$ cat src/rtl/run_control.sv
// Run/halt/single-step controller: debounces the stop and step buttons and
// issues a divided cpu_en tick to the datapath while running or stepping.
//
// state | meaning
// ------+----------------------------------------------------------
// RUN   | 00: free running, cpu_en on every divider tick
// HALT  | 01: stopped, waiting for a stop (resume) or step press
// STEP  | 10: issue one cpu_en on the next tick, then back to HALT
module run_control #(
  parameter int DB_CYCLES = 4,
  parameter int FAST_DIV  = 2,
  parameter int SLOW_DIV  = 8
) (
  input  logic       clk,
  input  logic       RST,
  input  logic       stop_button,
  input  logic       step_button,
  input  logic       Fre_Choice,
  output logic       cpu_en,
  output logic       running,
  output logic       stop_evt,
  output logic [1:0] state
);

  localparam logic [1:0] S_RUN  = 2'b00;
  localparam logic [1:0] S_HALT = 2'b01;
  localparam logic [1:0] S_STEP = 2'b10;

  localparam int DIV_MAX = (SLOW_DIV > FAST_DIV) ? SLOW_DIV : FAST_DIV;
  localparam int CW      = (DIV_MAX > 1) ? $clog2(DIV_MAX) : 1;
  localparam int DBW     = $clog2(DB_CYCLES + 1);

  localparam logic [CW-1:0]  FAST_LAST = CW'(FAST_DIV - 1);
  localparam logic [CW-1:0]  SLOW_LAST = CW'(SLOW_DIV - 1);
  localparam logic [DBW-1:0] DB_LAST   = DBW'(DB_CYCLES - 1);

  // Bit 0 carries the stop button, bit 1 the step button.
  logic [1:0]     btn_raw, sync1, sync2, stable, stable_d, press;
  logic [DBW-1:0] db_cnt [2];
  logic           stop_press, step_press;

  assign btn_raw    = {step_button, stop_button};
  assign stop_press = press[0];
  assign step_press = press[1];

  always_ff @(posedge clk or posedge RST) begin
    if (RST) begin
      sync1    <= '0;
      sync2    <= '0;
      stable   <= '0;
      stable_d <= '0;
      press    <= '0;
      for (int i = 0; i < 2; i++) db_cnt[i] <= '0;
    end else begin
      sync1    <= btn_raw;
      sync2    <= sync1;
      stable_d <= stable;
      press    <= stable & ~stable_d;
      for (int i = 0; i < 2; i++) begin
        if (sync2[i] == stable[i]) begin
          db_cnt[i] <= '0;
        end else if (db_cnt[i] == DB_LAST) begin
          db_cnt[i] <= '0;
          stable[i] <= ~stable[i];
        end else begin
          db_cnt[i] <= db_cnt[i] + 1'b1;
        end
      end
    end
  end

  // A change of the registered rate select restarts the divider without a tick.
  logic          fre_q, fre_q_d, fre_change, tick;
  logic [CW-1:0] div_cnt, div_last;

  assign div_last   = fre_q ? SLOW_LAST : FAST_LAST;
  assign fre_change = fre_q ^ fre_q_d;
  assign tick       = !fre_change && (div_cnt == div_last);

  always_ff @(posedge clk or posedge RST) begin
    if (RST) begin
      fre_q   <= 1'b0;
      fre_q_d <= 1'b0;
      div_cnt <= '0;
    end else begin
      fre_q   <= Fre_Choice;
      fre_q_d <= fre_q;
      if (fre_change || tick) div_cnt <= '0;
      else                    div_cnt <= div_cnt + 1'b1;
    end
  end

  logic [1:0] state_next;
  logic       cpu_en_d, stop_evt_d;

  always_ff @(posedge clk or posedge RST) begin
    if (RST) state <= S_RUN;
    else     state <= state_next;
  end

  always_comb begin
    state_next = state;
    case (state)
      S_RUN:   if (stop_press) state_next = S_HALT;
      S_HALT: begin
        if (stop_press)      state_next = S_RUN;
        else if (step_press) state_next = S_STEP;
      end
      S_STEP:  if (tick) state_next = S_HALT;
      default: state_next = S_RUN;
    endcase
  end

  always_comb begin
    running    = (state == S_RUN);
    cpu_en_d   = tick && ((state == S_RUN) || (state == S_STEP));
    stop_evt_d = (state == S_RUN) && (state_next == S_HALT);
  end

  always_ff @(posedge clk or posedge RST) begin
    if (RST) begin
      cpu_en   <= 1'b0;
      stop_evt <= 1'b0;
    end else begin
      cpu_en   <= cpu_en_d;
      stop_evt <= stop_evt_d;
    end
  end

endmodule

$ cat config.mk
export PLATFORM = sky130hd
export DESIGN_NAME = run_control
export DESIGN_NICKNAME = d
export VERILOG_FILES = /design/src/rtl/run_control.sv
export SDC_FILE = /design/constraint.sdc
export NUM_CORES = 1
export LEC_CHECK = 0
export ABC_AREA = 1
export BUFFER_PORTS_ARGS = -buffer_cell sky130_fd_sc_hd__buf_4
export CAP_MARGIN = 20
export CORE_MARGIN = 8
export CORE_UTILIZATION = 54
export DETAILED_ROUTE_END_ITERATION = 10
export PLACE_DENSITY = 0.83
export SLEW_MARGIN = 40
export SYNTH_ARGS = -nofsm -noshare
export SYNTH_HDL_FRONTEND = slang
export SYNTH_SLANG_ARGS = --single-unit
$ cat constraint.sdc
create_clock -name clk -period 1.1 [get_ports clk]
set_input_delay 0.165 -clock clk [delete_from_list [all_inputs] [get_ports clk]]
set_output_delay 0.165 -clock clk [all_outputs]
set_load 0.1 [all_outputs]
Word level (Yosys, flattened, before mapping):

Cells that the tools add are included.

* divide/modulo/power cells: 0
* bitwise logic cells: 7
* $lt $le $gt $ge: 0
* shift-type cells: 0
* equality and inequality tests: 8
* add/sub/neg operators: 3
* $mul: 0
* multiplexer cells: 11
* reduce and logical (&&, ||, !) cells: 9

Operator list (count)
* 3-bit 2-to-1 mux: 6
* 3-bit by 1-bit adder with 3-bit output (second input constant): 3
* 2-bit 2-to-1 mux: 4
* 3-bit by 2-bit == test with 1-bit output (second input constant): 2
* 2-bit one-hot mux with 3 select lines: 1
* 2-bit by 1-bit == test with 1-bit output (second input constant): 2
* 1-bit inverter: 4
* 2-bit AND reduction: 2
* 3-bit == test: 1
* 1-bit logical AND: 3
* 2-bit bitwise AND: 1
* 1-bit == test: 2
* 2-bit == test (second input constant): 1
* 2-bit logical NOT: 1
* 1-bit logical OR: 2
* 2-bit inverter: 1
* 1-bit logical NOT: 1
* 1-bit bitwise XOR: 1

* latch bits: 0
* RAM bits: 0
* output and inout bits: 5
* logic and storage cells: 52
* memories kept: 0
* register bits after elaboration: 25
* ROM bits: 0

Depth between registers and ports, before layout:

Gate-level depths: netlist of run 1.

* word-level depth: 7
* gate-level depth with buffers: 7
* mapped depth without buffers: 7

Worst setup path before layout of run 1:

Ideal clock, no wire load.

* kind: flip-flop to output port
* start point: register state[0]
* end point: output running
* arrival: 2.210 ns
* path buffers: 0
* stages on the path, launching flop included: 2
* data required time: 0.935 ns
* slack: -1.275 ns
* cell sequence: dfrtp_1 > nor2_1

* cells in the longest elaborated chain, start to end: 1

Ends and longest elaborated chain
* start, declared: RTL line 22 `output logic [1:0] state`
* start signal, assigned: RTL line 98 `else state <= state_next;`
* 2-bit logical NOT: RTL line 115 `running = (state == S_RUN);`
* end, declared: RTL line 20 `output logic running,`

No other way between the ends.

Final worst setup path of run 1:

* start point: register state[1]
* end point: output running

Same word-level chain as after synthesis.

==> results.md, run 1 <==
* RR Endpoint: state[0]
* Hold slack at approximately 360 ps
* Syn_nets at 89
* CORE AREA at 1670 um2
* Rel. slew slack at between 70 and 80%
* Peak Freq at approximately 760 MHz
* Final Core Density at a little under three quarters
* Critical Path End Type: primary output
* Via count at about 600
* Multi-input gate area at between 200 and 300 um2
* Average size of a mapped cell at around 11 um2
* Clk buf depth at 2
* Post-synth EDFFs at 0
* Seq. cell area at 633.1 um2
* M1 GR Usage at between 10% and 20%
* Post-Syn Instances at 81
* DRT iter0 DRCs at 2
* Synth cell count leaders: 25 x dfrtp_1, 14 x nor2_1, 10 x inv_1, 10 x nand2_1, 4 x nor3_1
* Synth-to-layout area growth at 27.67%
* Global Route Usage Sum at ~9.8%
* Worst path depth at 2
* Final Hold Fails at 0
* Max-slew violation count at 0
* Die area at approximately 3300 um2
* Met2 Resource Use GR at between 10% and 20%
* Die width at roughly 57 um
* Crit start category: flop
* FF-to-FF Start: state[0]
* N_diodes at 0
* Hold Path End: sync2[0]
* Net Sw Frac at around 43%
* Endpoints failing setup at 4
* Fin crit share at 119.0%
* Tot Pwr at around 3200 uW
* Slowest cell on crit path: dfrtp_4
* Combinational share of power at 46.3%
* Clock latency on the worst-skew pair at between 300 and 400 ps
* Peak supply drop at about 1.6 mV
* Clk slew on worst S/H paths at approximately 130 ps
* H-tree Lvls at 1
* First-pass GRT wire length at roughly 2500 um
* Post-DP HPWL at between 900 and 1000 um
* Ys Warns at 0
* Initial Util at between 50% and 60%
* Post-Route Skew at between 4 and 5 ps
* CTS Sinks at 25
* Initial antenna violation count at 0
* Routability cong. at approximately 0.81
* Gr ovfl total at 0
* Largest net degree at the start of global routing at 26
* Max-cap violations at 0
* #FFs+latches synth at 25
* Final min period at around 1300 ps
* Async SR Flop Fraction at 100.0%
* Outcome: finished with violations
* Worst Hold Class: flop to flop
* Violated checks: negative setup slack
* Critical path data arrival time at between 1000 and 1500 ps
* DR DRC count at 0
* Clk pwr share at about an eighth
* Hold Path Origin: sync1[0]
* Internal Power at 1840 uW
* Crit-path cells: nor2_4 -> buf_12
* Leakage power at between 0.0005 and 0.0006 uW
* Family with the most delay on the worst path: flip-flops
* Post-Route WL at about 1400 um
* Initial DRT Pass Iterations at 3
* Power density over cell area at 2742 nW/um2
* Top cell type's share of synthesized area at 67.48%
* Antenna Violating Nets Remaining at 0
* Worst slew pin tran at 322.4 ps
* Netlist cell types at 17
* Slowest cell delay on critical path at around 520 ps
* WL/cell at about 11 um
* Die height at about 57 um
* CTS Buf Count at 3
* Worst Path Required at about 940 ps
* Nets at roughly 110
* Most frequent cell after synthesis: dfrtp_1
* Synth Cell Area at ~900 um2
* GRT busiest layer: met2
* Fillers at roughly 120
* Yosys top cell by area: dfrtp_1
* CP Max Fanout at 3
* Global routing usage on met3 at under 10%
* CTS tree: yes
* Register area share after synthesis at between 60% and 70%
* Row cnt at 15
* Boundary Pins at 10
* CP Class: flop to primary output
* Worst reg2reg path depth at 6
* Final setup margin at -209.2 ps
* Worst hold stages at 0
* CP bufs+invs at 1
* Share of cells above drive strength 1 at 28.16%
* Reg2reg setup slack at -50 ps
* CTS root buf: clkbuf_4
* Area contributors post-synth: dfrtp_1 67%, nor2_1 5.7%, ha_1 4.0%
* Sw Pwr at 1405 uW
* Drt via density at about 5
* Most used DFF post-synth: dfrtp_1
* Vias in the first global route at approximately 580
* RSZ-0062 raised after global routing: yes
* Sequential Power Share at about two fifths
* Port Buffer Count at 9
[flip-flops by register name, summed over array words and instances, names as in the netlist, 2 cells and up]
name      flops
stable        2
sync1         2
div_cnt       3
db_cnt        6
state         2
stable_d      2
press         2
sync2         2
[worst register-to-register path, cell delays in order (launching register included)]
cell and delay [ps]:
dfrtp_4 530, buf_4 150, buf_4 120, nand3_1 70, nor2_1 40, nor2_1 90, nand2_1 60
[timing repair]
| item | in CTS | in global routing |
|---|---|---|
| resized for setup | 7 | 4 |
| endpoints found under the setup margin | 5 | 7 |
| hold buffers | 4 | 0 |
| pin swaps | 1 | 0 |
| hold endpoints to repair | 28 | 0 |
| setup buffers | 3 | 1 |
[how the worst max path moves through the flow]
| stage | end | start | slack, ps |
|---|---|---|---|
| 2_1_floorplan | running | state[0] | -240 |
| 3_3_place_gp | running | state[0] | 50 |
| 5_1_grt | running | state[1] | -260 |
| 4_1_cts | running | state[1] | -220 |
| 3_5_place_dp | running | state[0] | 50 |
| 6_report | running | state[1] | -210 |
[through the flow]
step | std cells | setup TNS (ps) | worst slack [ps] | instance area (um2)
5_1_grt | 120 | -721.3 | -264.2 | 1184
3_5_place_dp | 108 | 0 | 46.49 | 1039
4_1_cts | 119 | -536.9 | -217.7 | 1160
2_1_floorplan | 81 | -235.4 | -235.4 | 942.2
3_3_place_gp | 108 | 0 | 52.28 | 1039
6_report | 120 | -499.3 | -209.2 | 1184
[per-layer routing]
layer  share of wire, %  vias up
met5                  0        -
met4               0.87        0
met3                3.8        2
met2                 49        9
met1                 47      282
li1                   -      298
[power by group through the flow]
stage	clock network [uW]	logic, uW	registers (uW)
final	390	1500	1350
after CTS	415	1440	1340
after global placement	0	1190	1360
after detailed placement	0	1210	1380
after global routing	455	1620	1380
after floorplan	0	608	1730
[layout by cell type, fill, tap and decap left out]
cell type       n
nor3b_2         1
nand2_1        10
clkbuf_4        3
buf_8           2
nor3_1          3
buf_6           1
xnor2_2         1
o21ai_0         1
nor2_2          1
xnor2_1         3
inv_1          10
nand3_1         1
nor2_1         13
nor2_4          2
clkinv_2        1
buf_12          1
o21ai_2         1
nor3_4          1
a21oi_1         1
nand4_1         2
dfrtp_4         2
dfrtp_1        23
buf_4          10
dlygate4sd3_1   4
ha_1            3
nand2_2         2
[cell families after synthesis]
logic type	Yosys count	synth area share, %
buffers and inverters	10	4.049
xor gates and xnor gates	4	4.589
adders and majority gates	3	4.049
AOI/OAI and AO/OA	3	2.023
DFF	25	67.48
and+or+nand+nor	36	17.81
[cell type report]
class | count | area share [%]
Inverter | 10 | 3.171
Sequential cell | 25 | 53.49
Multi-Input combinational cell | 46 | 24.31
Timing Repair Buffer | 18 | 14.90
Tap cell | 17 | 1.797
Clock buffer | 3 | 1.903
Clock inverter | 1 | 0.4228
Note: power is estimated with default switching activity, not from simulation.
==> inputs of run 2 (changes only) <==
--- a/config.mk
+++ b/config.mk
@@ -11,6 +11,7 @@
 export CORE_MARGIN = 8
 export CORE_UTILIZATION = 54
 export DETAILED_ROUTE_END_ITERATION = 10
+export MAX_ROUTING_LAYER = met4
 export PLACE_DENSITY = 0.83
 export SLEW_MARGIN = 40
 export SYNTH_ARGS = -nofsm -noshare
==> run 2 against run 1 <==
  * The flow still finishes with violations (negative setup slack)
  * Maximum frequency stayed put
  * Via count unchanged
  * First-iteration DRC count is the same
  * Sequential power about the same
  * Hold slack did not move
  * Register-to-register slack about the same
  * Setup slack unchanged
  * Total power is essentially flat
  * Largest cell class unchanged
==> results.md, run 2 (synthesis results as in run 1) <==
* Crit-path cells: nor2_4 -> buf_12
* Sw Pwr at 1405 uW (about the same)
* Final Core Density at 70.86% (unchanged)
* Largest register FFs at 6 (unchanged)
* Rel. slew slack at 78.36% (unchanged)
* CP bufs+invs at 1 (unchanged)
* Most frequent cells in the layout: 23 x dfrtp_1, 13 x nor2_1, 10 x inv_1, 10 x nand2_1, 10 x buf_4
* Critical Path End Type: primary output
* CP Class: flop to primary output
* CTS tree: yes
* Max-cap violations at 0 (unchanged)
* Routability cong. at 0.8170 (+1.5%)
* CTS Buf Count at 3 (unchanged)
* Post-Route WL at 1378 um (unchanged)
* Top flop regs: db_cnt: 6 flops, div_cnt: 3 flops
* DRT iter0 DRCs at 2 (unchanged)
* Gr ovfl total at 0 (unchanged)
* Worst hold stages at 0 (unchanged)
* Vias in the first global route at 583 (unchanged)
* Worst path depth at 2 (unchanged)
* Slowest cell on crit path: dfrtp_4
* Critical path data arrival time at 1140 ps (about the same)
* WL/cell at 11.48 um (unchanged)
* Synth-to-layout area growth at 27.67% (unchanged)
* Net Sw Frac at 43.31% (about the same)
* Initial DRT Pass Iterations at 3 (unchanged)
* Global Route Usage Sum at 10.08% (+0.27 points)
* Largest net degree at the start of global routing at 26 (unchanged)
* Crit start category: flop
* Sequential Power Share at 41.7% (about the same)
* Initial antenna violation count at 0 (unchanged)
* Commonest non-fill, non-tap cell in the layout: dfrtp_1
* Clk buf depth at 2 (unchanged)
* Worst slew pin tran at 322.4 ps (unchanged)
* Combinational share of power at 46.3% (about the same)
* Final setup margin at -209.2 ps (unchanged)
* Die width at 57.44 um (unchanged)
* Slowest cell delay on critical path at 520 ps (about the same)
* Power density over cell area at 2742 nW/um2 (about the same)
* Clk pwr share at 12.0% (about the same)
* First-pass GRT wire length at 2504 um (+0.28%)
* Boundary Pins at 10 (unchanged)
* Fin crit share at 119.0% (unchanged)
* Via count at 591 (unchanged)
* Peak supply drop at 1.592 mV (unchanged)
* Clock latency on the worst-skew pair at 310 ps (about the same)
* Leakage power at 0.0005867 uW (unchanged)
* Max-slew violation count at 0 (unchanged)
* N_diodes at 0 (unchanged)
* Clk slew on worst S/H paths at 130 ps (about the same)
* Outcome: finished with violations
* CTS root buf: clkbuf_4
* Fillers at 118 (unchanged)
* Peak Freq at 763.8 MHz (unchanged)
* Initial Util at 55.51% (unchanged)
* CTS Sinks at 25 (unchanged)
* H-tree Lvls at 1 (unchanged)
* DR DRC count at 0 (unchanged)
* Internal Power at 1840 uW (unchanged)
* Port Buffer Count at 9 (unchanged)
* RSZ-0062 raised after global routing: yes
* Worst Path Required at 940 ps (about the same)
* Worst Hold Class: flop to flop
* Violated checks: negative setup slack
* CORE AREA at 1670 um2 (unchanged)
* CP Max Fanout at 3 (unchanged)
* Worst reg2reg path depth at 6 (unchanged)
* Post-Route Skew at 4.836 ps (+0.01982 ps)
* Final min period at 1309 ps (unchanged)
* Endpoints failing setup at 4 (unchanged)
* Area post-placement at 1039 um2 (unchanged)
* Row cnt at 15 (unchanged)
* Nets at 112 (unchanged)
* Family with the most delay on the worst path: flip-flops
* Antenna Violating Nets Remaining at 0 (unchanged)
* Final Hold Fails at 0 (unchanged)
* Post-DP HPWL at 914.3 um (unchanged)
* Top reg by flops: db_cnt
* Dpl ws at 46.49 ps (unchanged)
* Final instance area at 1184 um2 (unchanged)
* Die area at 3299 um2 (unchanged)
* Die height at 57.44 um (unchanged)
* Share of cells above drive strength 1 at 28.16% (unchanged)
* Drt via density at 4.925 (unchanged)
-- run 2: repair_timing --
item | in CTS | in global routing
endpoints found under the setup margin | 5 | 7
pin swaps | 1 | 0
hold buffers | 4 | 0
buffers inserted | 3 | 1
hold endpoints to repair | 28 | 0
gates resized for setup | 7 | 4
-- run 2: per-stage QoR --
step	power (uW)	std cells	TNS, ps	hold WS [ps]
6_report	3245	120	-499.3	363.0
5_1_grt	3455	120	-721.3	377.3
4_1_cts	3202	119	-536.9	364.8
3_5_place_dp	2592	108	0	237.8
3_3_place_gp	2547	108	0	229.8
2_1_floorplan	2339	81	-235.4	192.4
-- run 2: worst paths after layout --
| check | slack [ps] | from | endpoint |
|---|---|---|---|
| setup / recovery | -210 | state[1] | running |
| hold / removal | 360 | sync1[0] | sync2[0] |
| setup reg to reg | -50 | state[0] | state[0] |
| hold reg to reg | 360 | sync1[0] | sync2[0] |
| max in group asynchronous | 390 | RST | state[0] |
| min in group asynchronous | 460 | RST | stable_d[1] |
-- run 2: power groups by stage --
stage | clock network, uW | logic (uW) | registers (uW)
after detailed placement | 0 | 1210 | 1380
after global placement | 0 | 1190 | 1360
final | 390 | 1500 | 1350
after global routing | 455 | 1620 | 1380
after CTS | 415 | 1440 | 1340
after floorplan | 0 | 608 | 1730
-- run 2: layer usage --
layer / share of wire [%] / vias up / track usage, %
met5: 0 / - / -
met4: 0.87 / 0 / 6.429
met3: 2.7 / 2 / 2.915
met2: 49 / 9 / 15.76
met1: 48 / 282 / 11.01
li1: - / 298 / -
-- run 2: area by class of cell --
class | count | area, um2 | area share, %
flip-flops and latches | 25 | 633.1 | 53.49
multi-input cells | 46 | 287.8 | 24.31
repair buffers | 18 | 176.4 | 14.90
inverters | 10 | 37.54 | 3.171
clock buffers | 3 | 22.52 | 1.903
well taps | 17 | 21.27 | 1.797
clock inverters | 1 | 5.005 | 0.4228
